## src/rtl/pc_ctrl_pkg.sv

```systemverilog
`default_nettype none
// ============================================================================
//  Module      : pc_ctrl_pkg
//  Description : Shared types and constants for the PC / fetch controller.
//                Holds the 32-bit word type, the FSM state encoding and the
//                default reset / exception vectors.
//  Revision    : 1.0 - initial release
// ============================================================================
package pc_ctrl_pkg;

    typedef logic [31:0] word_t;

    typedef enum logic [1:0] {
        IDLE  = 2'd0,
        FETCH = 2'd1,
        EXEC  = 2'd2
    } state_e;

    localparam word_t c_reset_vector = 32'h0000_0000;
    localparam word_t c_exc_vector   = 32'h0000_0080;

    // Instruction words are 4-byte aligned; any set low bit is a fault.
    function automatic logic is_misaligned(input logic [1:0] lsb);
        return lsb != 2'b00;
    endfunction

endpackage
`default_nettype wire

```

## src/rtl/pc_fetch_ctrl_if.sv

```systemverilog
`default_nettype none
// ============================================================================
//  Module      : pc_fetch_ctrl_if
//  Description : Instruction-memory request/response bundle.
//                imem_req   : fetch request (controller -> memory)
//                imem_addr  : fetch address (controller -> memory)
//                imem_rdy   : read data valid this cycle (memory -> controller)
//                imem_rdata : fetched instruction word (memory -> controller)
//                master = fetch controller side, slave = memory side.
//  Revision    : 1.0 - initial release
// ============================================================================
interface pc_fetch_ctrl_if;
    import pc_ctrl_pkg::*;

    logic  imem_req;
    word_t imem_addr;
    logic  imem_rdy;
    word_t imem_rdata;

    modport master (
        output imem_req,
        output imem_addr,
        input  imem_rdy,
        input  imem_rdata
    );

    modport slave (
        input  imem_req,
        input  imem_addr,
        output imem_rdy,
        output imem_rdata
    );

endinterface
`default_nettype wire

```

## src/rtl/pc_next_sel.sv

```systemverilog
`default_nettype none
// ============================================================================
//  Module      : pc_next_sel
//  Description : Combinational next-PC selection.
//                Priority jump > branch_taken > pc+4. A selected transfer
//                target with non-zero low bits redirects to EXC_VECTOR and
//                raises o_misalign. pc+4 wraps modulo 2^32.
//  Ports       : i_pc, i_jump/i_jump_target, i_branch_taken/i_branch_target
//                o_pc_next, o_pc_plus4, o_misalign
//  Revision    : 1.0 - initial release
// ============================================================================
module pc_next_sel
    import pc_ctrl_pkg::*;
#(
    parameter word_t EXC_VECTOR = c_exc_vector
) (
    input  word_t i_pc,
    input  logic  i_jump,
    input  word_t i_jump_target,
    input  logic  i_branch_taken,
    input  word_t i_branch_target,
    output word_t o_pc_next,
    output word_t o_pc_plus4,
    output logic  o_misalign
);

    logic  w_transfer;
    word_t w_target;

    always_comb begin
        o_pc_plus4 = i_pc + 32'd4;
        w_transfer = i_jump | i_branch_taken;
        // Jump wins when both transfers are requested together.
        w_target   = i_jump ? i_jump_target : i_branch_target;
        // Only transfer targets are checked; sequential pc+4 stays aligned.
        o_misalign = w_transfer && is_misaligned(w_target[1:0]);

        if (o_misalign) begin
            o_pc_next = EXC_VECTOR;
        end else if (w_transfer) begin
            o_pc_next = w_target;
        end else begin
            o_pc_next = o_pc_plus4;
        end
    end

endmodule
`default_nettype wire

```

## src/rtl/pc_fetch_ctrl.sv

```systemverilog
`default_nettype none
// ============================================================================
//  Module      : pc_fetch_ctrl
//  Description : Program counter and instruction fetch controller.
//                IDLE -> FETCH -> EXEC -> FETCH/IDLE sequencing, holds the
//                PC and the latched instruction, steers jumps/branches and
//                redirects misaligned targets to EXC_VECTOR.
//  Ports       : clk, reset_n (async, active low), run
//                imem         : instruction memory bundle (master side)
//                instr, instr_valid      : latched instruction + 1-cycle pulse
//                stall, jump/jump_target, branch_taken/branch_target
//                pc, pc_plus4, misalign_exc
//  Revision    : 1.0 - initial release
// ============================================================================
module pc_fetch_ctrl
    import pc_ctrl_pkg::*;
#(
    parameter word_t RESET_VECTOR = c_reset_vector,
    parameter word_t EXC_VECTOR   = c_exc_vector
) (
    input  logic                   clk,
    input  logic                   reset_n,
    input  logic                   run,
    pc_fetch_ctrl_if.master        imem,
    output word_t                  instr,
    output logic                   instr_valid,
    input  logic                   stall,
    input  logic                   jump,
    input  word_t                  jump_target,
    input  logic                   branch_taken,
    input  word_t                  branch_target,
    output word_t                  pc,
    output word_t                  pc_plus4,
    output logic                   misalign_exc
);

    state_e state_q, state_d;
    word_t  pc_q, pc_d;
    word_t  instr_q, instr_d;
    logic   instr_valid_q, instr_valid_d;
    logic   misalign_exc_q, misalign_exc_d;

    word_t  w_pc_next;
    word_t  w_pc_plus4;
    logic   w_misalign;

    pc_next_sel #(
        .EXC_VECTOR (EXC_VECTOR)
    ) u_pc_next_sel (
        .i_pc            (pc_q),
        .i_jump          (jump),
        .i_jump_target   (jump_target),
        .i_branch_taken  (branch_taken),
        .i_branch_target (branch_target),
        .o_pc_next       (w_pc_next),
        .o_pc_plus4      (w_pc_plus4),
        .o_misalign      (w_misalign)
    );

    always_ff @(posedge clk or negedge reset_n) begin
        if (!reset_n) begin
            state_q        <= IDLE;
            pc_q           <= RESET_VECTOR;
            instr_q        <= '0;
            instr_valid_q  <= 1'b0;
            misalign_exc_q <= 1'b0;
        end else begin
            state_q        <= state_d;
            pc_q           <= pc_d;
            instr_q        <= instr_d;
            instr_valid_q  <= instr_valid_d;
            misalign_exc_q <= misalign_exc_d;
        end
    end

    // Pulses default low; everything else holds unless the state acts on it.
    // run is only consulted in IDLE and at the end of EXEC, so a fetch in
    // flight always completes and executes once before parking.
    always_comb begin
        state_d        = state_q;
        pc_d           = pc_q;
        instr_d        = instr_q;
        instr_valid_d  = 1'b0;
        misalign_exc_d = 1'b0;

        case (state_q)
            IDLE: begin
                if (run) begin
                    state_d = FETCH;
                end
            end
            FETCH: begin
                if (imem.imem_rdy) begin
                    instr_d       = imem.imem_rdata;
                    instr_valid_d = 1'b1;
                    state_d       = EXEC;
                end
            end
            EXEC: begin
                if (!stall) begin
                    pc_d           = w_pc_next;
                    misalign_exc_d = w_misalign;
                    state_d        = run ? FETCH : IDLE;
                end
            end
            default: begin
                state_d = IDLE;
            end
        endcase
    end

    // Request is decoded from registered state so it drops as soon as
    // reset is asserted and never glitches within a fetch.
    assign imem.imem_req  = (state_q == FETCH);
    assign imem.imem_addr = pc_q;
    assign instr          = instr_q;
    assign instr_valid    = instr_valid_q;
    assign pc             = pc_q;
    assign pc_plus4       = w_pc_plus4;
    assign misalign_exc   = misalign_exc_q;

endmodule
`default_nettype wire
```

## src/flat_wrapper.sv

```systemverilog
// flat-port wrapper written by rule: the top's interface ports become plain ports
module pc_fetch_ctrl_flat import pc_ctrl_pkg::*;
#(
    parameter word_t RESET_VECTOR = c_reset_vector,
    parameter word_t EXC_VECTOR   = c_exc_vector
)
  (clk, reset_n, run, instr, instr_valid, stall, jump, jump_target, branch_taken, branch_target, pc, pc_plus4, misalign_exc, imem_imem_req, imem_imem_addr, imem_imem_rdy, imem_imem_rdata);
  pc_fetch_ctrl_if imem_i ();
  input  logic clk;
  input  logic reset_n;
  input  logic run;
  output word_t instr;
  output logic instr_valid;
  input  logic stall;
  input  logic jump;
  input  word_t jump_target;
  input  logic branch_taken;
  input  word_t branch_target;
  output word_t pc;
  output word_t pc_plus4;
  output logic misalign_exc;
  output wire logic [$bits(imem_i.imem_req)-1:0] imem_imem_req;
  output wire logic [$bits(imem_i.imem_addr)-1:0] imem_imem_addr;
  input wire logic [$bits(imem_i.imem_rdy)-1:0] imem_imem_rdy;
  input wire logic [$bits(imem_i.imem_rdata)-1:0] imem_imem_rdata;
  assign imem_imem_req = imem_i.imem_req;
  assign imem_imem_addr = imem_i.imem_addr;
  assign imem_i.imem_rdy = imem_imem_rdy;
  assign imem_i.imem_rdata = imem_imem_rdata;
  pc_fetch_ctrl #(.RESET_VECTOR(RESET_VECTOR), .EXC_VECTOR(EXC_VECTOR)) u_core (.clk(clk), .reset_n(reset_n), .run(run), .imem(imem_i), .instr(instr), .instr_valid(instr_valid), .stall(stall), .jump(jump), .jump_target(jump_target), .branch_taken(branch_taken), .branch_target(branch_target), .pc(pc), .pc_plus4(pc_plus4), .misalign_exc(misalign_exc));
endmodule
```

## config.mk

```make
export PLATFORM = sky130hd
export DESIGN_NAME = pc_fetch_ctrl_flat
export DESIGN_NICKNAME = d
export VERILOG_FILES = /design/src/rtl/pc_ctrl_pkg.sv /design/src/rtl/pc_fetch_ctrl_if.sv /design/src/rtl/pc_next_sel.sv /design/src/rtl/pc_fetch_ctrl.sv /design/src/flat_wrapper.sv
export SDC_FILE = /design/constraint.sdc
export NUM_CORES = 1
export LEC_CHECK = 0
export ABC_AREA = 1
export CORE_MARGIN = 4
export CORE_UTILIZATION = 40
export CTS_CLUSTER_SIZE = 14
export DETAILED_ROUTE_END_ITERATION = 16
export MAX_ROUTING_LAYER = met4
export PLACE_DENSITY = 0.79
export REMOVE_ABC_BUFFERS = 1
export SLEW_MARGIN = 5
export SYNTH_ARGS = -nofsm -noshare
export SYNTH_HDL_FRONTEND = slang
export SYNTH_HIERARCHICAL = 1
export SYNTH_SLANG_ARGS = --single-unit
```

## constraint.sdc

```tcl
create_clock -name clk -period 2.08 [get_ports clk]
set_input_delay 0.416 -clock clk [delete_from_list [all_inputs] [get_ports clk]]
set_output_delay 0.416 -clock clk [all_outputs]
set_load 0.005 [all_outputs]
```

==> results.json <==
{
  "nets": 1042,
  "ir_worst_vdd_mv": 0.661,
  "power_mw": 8.54,
  "n_fill_cell": 751,
  "drcViolationCount": 0,
  "core.rowCount": 38,
  "dpl.hpwl_mm": 12.7,
  "rsz0062_at_grt": "true",
  "regToRegSetupSlack_ns": -0.27,
  "synth_top_area_share_pct": 38.0,
  "finalNonFillerCells": 1083,
  "seq_area_um2": 1710,
  "grt_max_degree": 42,
  "rr_startpoint": "u_core/imem.imem_addr[2]",
  "multi_input_area_um2": 2640,
  "antenna_cells": 0,
  "path_max_fanout": 3,
  "seq_area_frac_synth_pct": 38.0,
  "synth_cell_types": 35,
  "rr_endpoint": "u_core/imem.imem_addr[26]",
  "p_leak_nw": 3.96,
  "die_h_um": 114,
  "fin_area_um2": 8240,
  "ys_top_cells_by_count": "nand2_1 (267), dfrtp_1 (68), nand3_1 (47)",
  "required_ns": 2.36,
  "grt-ovfl-total": 0,
  "worstMarginPinSlew_ns": 0.647,
  "place.gp.congestion": 0.865,
  "placed_cells": 1002,
  "die_w_um": 114,
  "setup_tns_ns": -3.69,
  "timing.critical_path.from": "u_core/imem.imem_addr[2]",
  "yosysTopAreaCell": "dfrtp_1",
  "placed_cell_area_um2": 7120,
  "synth-main-ff-cell": "dfrtp_1",
  "holdWs_ns": 0.0512,
  "antenna_found_initial": 0,
  "dieArea_um2": 13000,
  "arrival_ns": 2.63,
  "reg2reg_depth": 19,
  "drive_above_1_share_pct": 31.1,
  "grt_usage_pct": 29.2,
  "grt_pass1_vias": 5790,
  "areaGrowthSynthToFinish_pct": 83.9,
  "synth_edf_count": 0,
  "clkSinkCount": 68,
  "clk_pin_slew_worst_paths_ns": 0.08,
  "p_per_area_nw_per_um2": 1040,
  "synthTopCellsByArea": "dfrtp_1 (38%), nand2_1 (22%), buf_4 (5.7%)",
  "grt_first_pass_wirelength_mm": 29.1,
  "slew_viol_final": 0,
  "clock_latency_ns": 0.35,
  "synth-seq-cells": 68,
  "worst_slack_ns": -0.271,
  "core-area_um2": 10900,
  "yosysWarnings": 6,
  "synth-async-reset-ratio_pct": 100,
  "violations": "negative setup slack",
  "initial_core_util_pct": 41.1,
  "num_vias": 5752,
  "wl_per_cell_um": 18.1,
  "final_core_util_pct": 75.6,
  "cts_buffers": 9,
  "synth.most_common_cell": "nand2_1",
  "io_buffers": 233,
  "finalSetupViolCount": 25,
  "min_period_ns": 2.35,
  "netlist_area_um2": 4480,
  "htree_num_levels": 3,
  "max-cap-violations": 0,
  "io_pins": 234,
  "syn_inst": 621,
  "dp_slack_ns": -0.234,
  "drt_iter0_markers": 423,
  "critPathCaptureType": "flip-flop",
  "slew_headroom_pct": 56.8,
  "wirelength_mm": 19.6,
  "period_share_pct": 113,
  "status": "complete, but fails checks",
  "finalClockSkew_ns": 0.0116,
  "critPathKind": "flip-flop to flip-flop",
  "hold_path.class": "input port to async pin",
  "startpoint_type": "flip-flop",
  "max_freq_ghz": 0.425,
  "hold_viol_final": 0,
  "drtPass1Iterations": 5,
  "cts_root_buf": "clkbuf_8",
  "via_per_inst": 5.31,
  "cts_buffer_depth": 2,
  "drtAntennaViolNets": 0,
  "cts_tree": "done",
  "avgSynthCellArea_um2": 7.21,
  "hold_buffers": 0
}
[how the worst max path moves through the flow]
stage                                end  slack (ns)  cells past startpoint
3_3_place_gp                pc_plus4[14]       -0.20                      8
3_5_place_dp                pc_plus4[14]       -0.23                      8
6_report       u_core/imem.imem_addr[26]       -0.27                     19
2_1_floorplan  u_core/imem.imem_addr[21]       -0.55                      9
5_1_grt        u_core/imem.imem_addr[26]       -0.31                     19
4_1_cts                     pc_plus4[26]       -0.22                      9
[metal layers]
layer	track usage (%)	vias up	routed length, um
met2	49.9	394	9710
met3	9.12	95	2090
met1	31.0	2682	6930
met5	-	-	0
met4	13.0	0	909
li1	-	2581	-
[cell type report]
cell class,count,area share (%)
well taps,140,2.13
flip-flops and latches,68,20.7
clock inverters,6,0.775
inverters,30,1.49
multi-input cells,462,32.1
repair buffers,367,41.1
clock buffers,10,1.67
[report_power, final]
group	internal [mW]	leakage [nW]	switching [mW]	total, mW
clock	0.584	0.0983	0.538	1.12
sequential	1.86	0.868	0.466	2.32
combinational	2.97	2.99	2.13	5.10
total	5.41	3.96	3.13	8.54
[cell families (layout without fill, tap and decap cells)]
kind of cell               Yosys count  after routing  synth area share (%)
buffers and inverters               91            413                  11.8
and+or+nand+nor                    390            390                  38.0
DFF                                 68             68                  38.0
xor gates and xnor gates            13             13                  3.38
AOI/OAI and AO/OA                   58             58                  8.55
adders and majority gates            1              1                 0.279
[placed cells by master (no fill, tap or decap), types with 4 or more instances in the layout]
master and n:
a21oi_1 16, nand3_2 5, and2_4 4, xor2_2 4
nor2_4 14, nor2_1 18, buf_6 38, nand3_1 40
o21ai_0 5, nor2_2 8, inv_2 9, inv_1 18
buf_2 19, xnor2_2 5, buf_4 101, dfrtp_2 5
nand2_1 236, nand3_4 5, a22o_1 6, clkbuf_8 10
or2_4 4, nand2_4 7, a22oi_1 24, nand3b_1 7
dfrtp_1 63, clkdlybuf4s50_1 202, nand2_2 31, nand4_1 5
[critical path, stage by stage, from the launching register on]
cell and delay (ns):
dfrtp_1 0.42, ha_4 0.17, nand2_4 0.06, nor2_8 0.11, nand2_4 0.09, nor2_4 0.18
buf_6 0.13, nand3_2 0.06, nand2_2 0.09, buf_6 0.10, buf_6 0.09, buf_6 0.09
buf_6 0.09, buf_6 0.08, buf_6 0.08, buf_6 0.09, nand3_4 0.06, o21ai_2 0.07
nand3_1 0.10, nand2_1 0.12
[state kept, by name, indices dropped and copies added, names as in the netlist]
name,count
u_core/imem.imem_addr,32
u_core/instr,32
u_core/state_q,2
u_core/instr_valid,1
u_core/misalign_exc,1
[repair_timing]
action / 4_1_cts / 5_1_grt
pin swaps: 44 / 49
gates resized for setup: 181 / 77
cloned: 0 / 0
endpoints found under the setup margin: 28 / 32
setup buffers: 53 / 27
Note: power is estimated with default switching activity, not from simulation.
==> RTL change (same flow settings) <==
Make the reset (`reset_n`) synchronous in one clocked block. Comments in the files are not updated.
--- a/src/rtl/pc_fetch_ctrl.sv
+++ b/src/rtl/pc_fetch_ctrl.sv
@@ -59,3 +59,3 @@
 
-    always_ff @(posedge clk or negedge reset_n) begin
+    always_ff @(posedge clk) begin
         if (!reset_n) begin
Formal check against the unedited RTL: differs if reset_n is asserted again (counterexample within 4 cycles, from zero or initial values and one cycle with reset_n low); with reset_n held inactive, the same outputs for 10 cycles.
==> RTL change against the original RTL <==
- the run still ends with setup timing left
- routed wire length fell by 14%
- sequential cell count is the same
- worst setup slack gained 0.081 ns
- first-iteration DRC count is 27% lower
- count of clock-buffer cells in the layout down 1
- area after synthesis is 3.2% higher
- final area fell by 3.3%
- register-to-register slack improved by 0.48 ns
- largest cell class unchanged
Power is not compared: it rests on default switching activity, and its combinational part moved more than twofold at a synthesized area within 25%.
==> RTL change: results <==
# TYPE chip_impl_metric gauge
chip_impl_info{name="run_status",value="complete, but fails checks"} 1
chip_impl_info{name="violated_checks",value="setup timing"} 1
chip_impl_metric{name="clock_insertion_delay_worst_skew",unit="ns"} 0.33
chip_impl_metric{name="synth_xor_area_frac",unit=""} 0.0327
chip_impl_info{name="worst_path_max_delay_cell",value="dfxtp_2"} 1
chip_impl_metric{name="syn_area_per_cell",unit="um2"} 6.13
chip_impl_info{name="library_cell_used_as_clock_root_buffer",value="clkbuf_16"} 1
chip_impl_metric{name="timing.setup.tns",unit="ns"} -1.37
chip_impl_metric{name="wire_length_of_the_first_global_routing_pass",unit="um"} 25100
chip_impl_metric{name="initialDrtViolationCount",unit=""} 308
chip_impl_metric{name="synth-compound-area-share",unit=""} 0.0828
chip_impl_metric{name="grt_util_all_layers",unit=""} 0.245
chip_impl_metric{name="finClkSkew",unit="ns"} 0.00659
chip_impl_info{name="synth_top_cells_by_count",value="nand2_1, nor2_1, inv_1, dfxtp_1, buf_4"} 1
chip_impl_info{name="ys_dominant_reg_cell",value="dfxtp_1"} 1
chip_impl_metric{name="vias_per_cell",unit=""} 4.76
chip_impl_metric{name="critical_path.max_fanout",unit=""} 5
chip_impl_metric{name="first_global_vias",unit=""} 5183
chip_impl_metric{name="place_hpwl",unit="um"} 11800
chip_impl_metric{name="largest_stage_delay_on_the_critical_path",unit="ns"} 0.36
chip_impl_metric{name="fin_cells",unit=""} 1162
chip_impl_info{name="hold_class",value="reg2reg"} 1
chip_impl_metric{name="timing.final.ws_setup",unit="ns"} -0.190
chip_impl_metric{name="placement.setup.worst_slack",unit="ns"} -0.126
chip_impl_info{name="yosys-top-cells-area",value="dfxtp_1, nand2_1, nor2_1"} 1
chip_impl_metric{name="worst_slew_pin_slew",unit="ns"} 0.374
chip_impl_metric{name="gp_routability_congestion",unit=""} 0.886
chip_impl_metric{name="share_of_post_route_cells_with_drive_strength_above_1",unit=""} 0.226
chip_impl_metric{name="final_net_count",unit=""} 1118
chip_impl_metric{name="placedInstanceArea",unit="um2"} 7170
chip_impl_metric{name="setup_viol_count_final",unit=""} 20
chip_impl_metric{name="grt_max_degree",unit=""} 68
## RTL change: cell count changes in the layout (fill, tap and decap cells not counted), moves of 17 or more
cell	before	now
nand3_1	40	11
dfrtp_1	63	0
buf_4	101	64
inv_1	18	86
nor2_1	18	146
dfxtp_1	0	49
nand2_1	236	214
dfxtp_2	0	17
## RTL change: logic make-up after synthesis
group	after synthesis
buf+inv	159
xor+xnor	13
fa+ha+maj	1
compound gates	58
simple gates	455
flops	68
## RTL change: final timing paths
kind / slack, ns / startpoint / endpoint / depth (start not counted)
hold / removal: 0.51 / u_core/instr[20] / u_core/instr[20] / 4
setup / recovery: -0.19 / u_core/imem.imem_addr[3] / pc_plus4[19] / 8
hold reg to reg: 0.51 / u_core/instr[20] / u_core/instr[20] / 4
setup reg to reg: 0.21 / u_core/imem.imem_addr[3] / u_core/imem.imem_addr[16] / 14
## RTL change: where the power goes
part	internal (mW)	switching, mW	leakage (nW)
sequential	1.36	0.0391	0.563
clock	0.934	0.608	0.146
combinational	0.455	0.322	3.12
## RTL change: final cells by class
cell class / instances / area, um2
fill: 959 / 3410
clock buffer: 9 / 225
tap: 143 / 179
multi-input combinational: 527 / 2740
sequential: 68 / 1390
inverter: 92 / 355
clock inverter: 7 / 77.6
timing repair buffer: 316 / 3000
## RTL change: metal layers
layer	routed length [um]	vias up	global-route usage	share of wire
met5	0	-	-	0
met4	518	0	0.102	0.031
met3	1630	36	0.0830	0.097
met2	8080	242	0.406	0.48
met1	6660	2481	0.269	0.39
li1	-	2770	-	-
## RTL change: timing repair
| item | 4_1_cts | 5_1_grt |
|---|---|---|
| pin swaps | 26 | 31 |
| hold endpoints to repair | 0 | 0 |
| setup endpoints to repair | 28 | 26 |
| setup buffers | 16 | 11 |
| gates resized for setup | 136 | 86 |
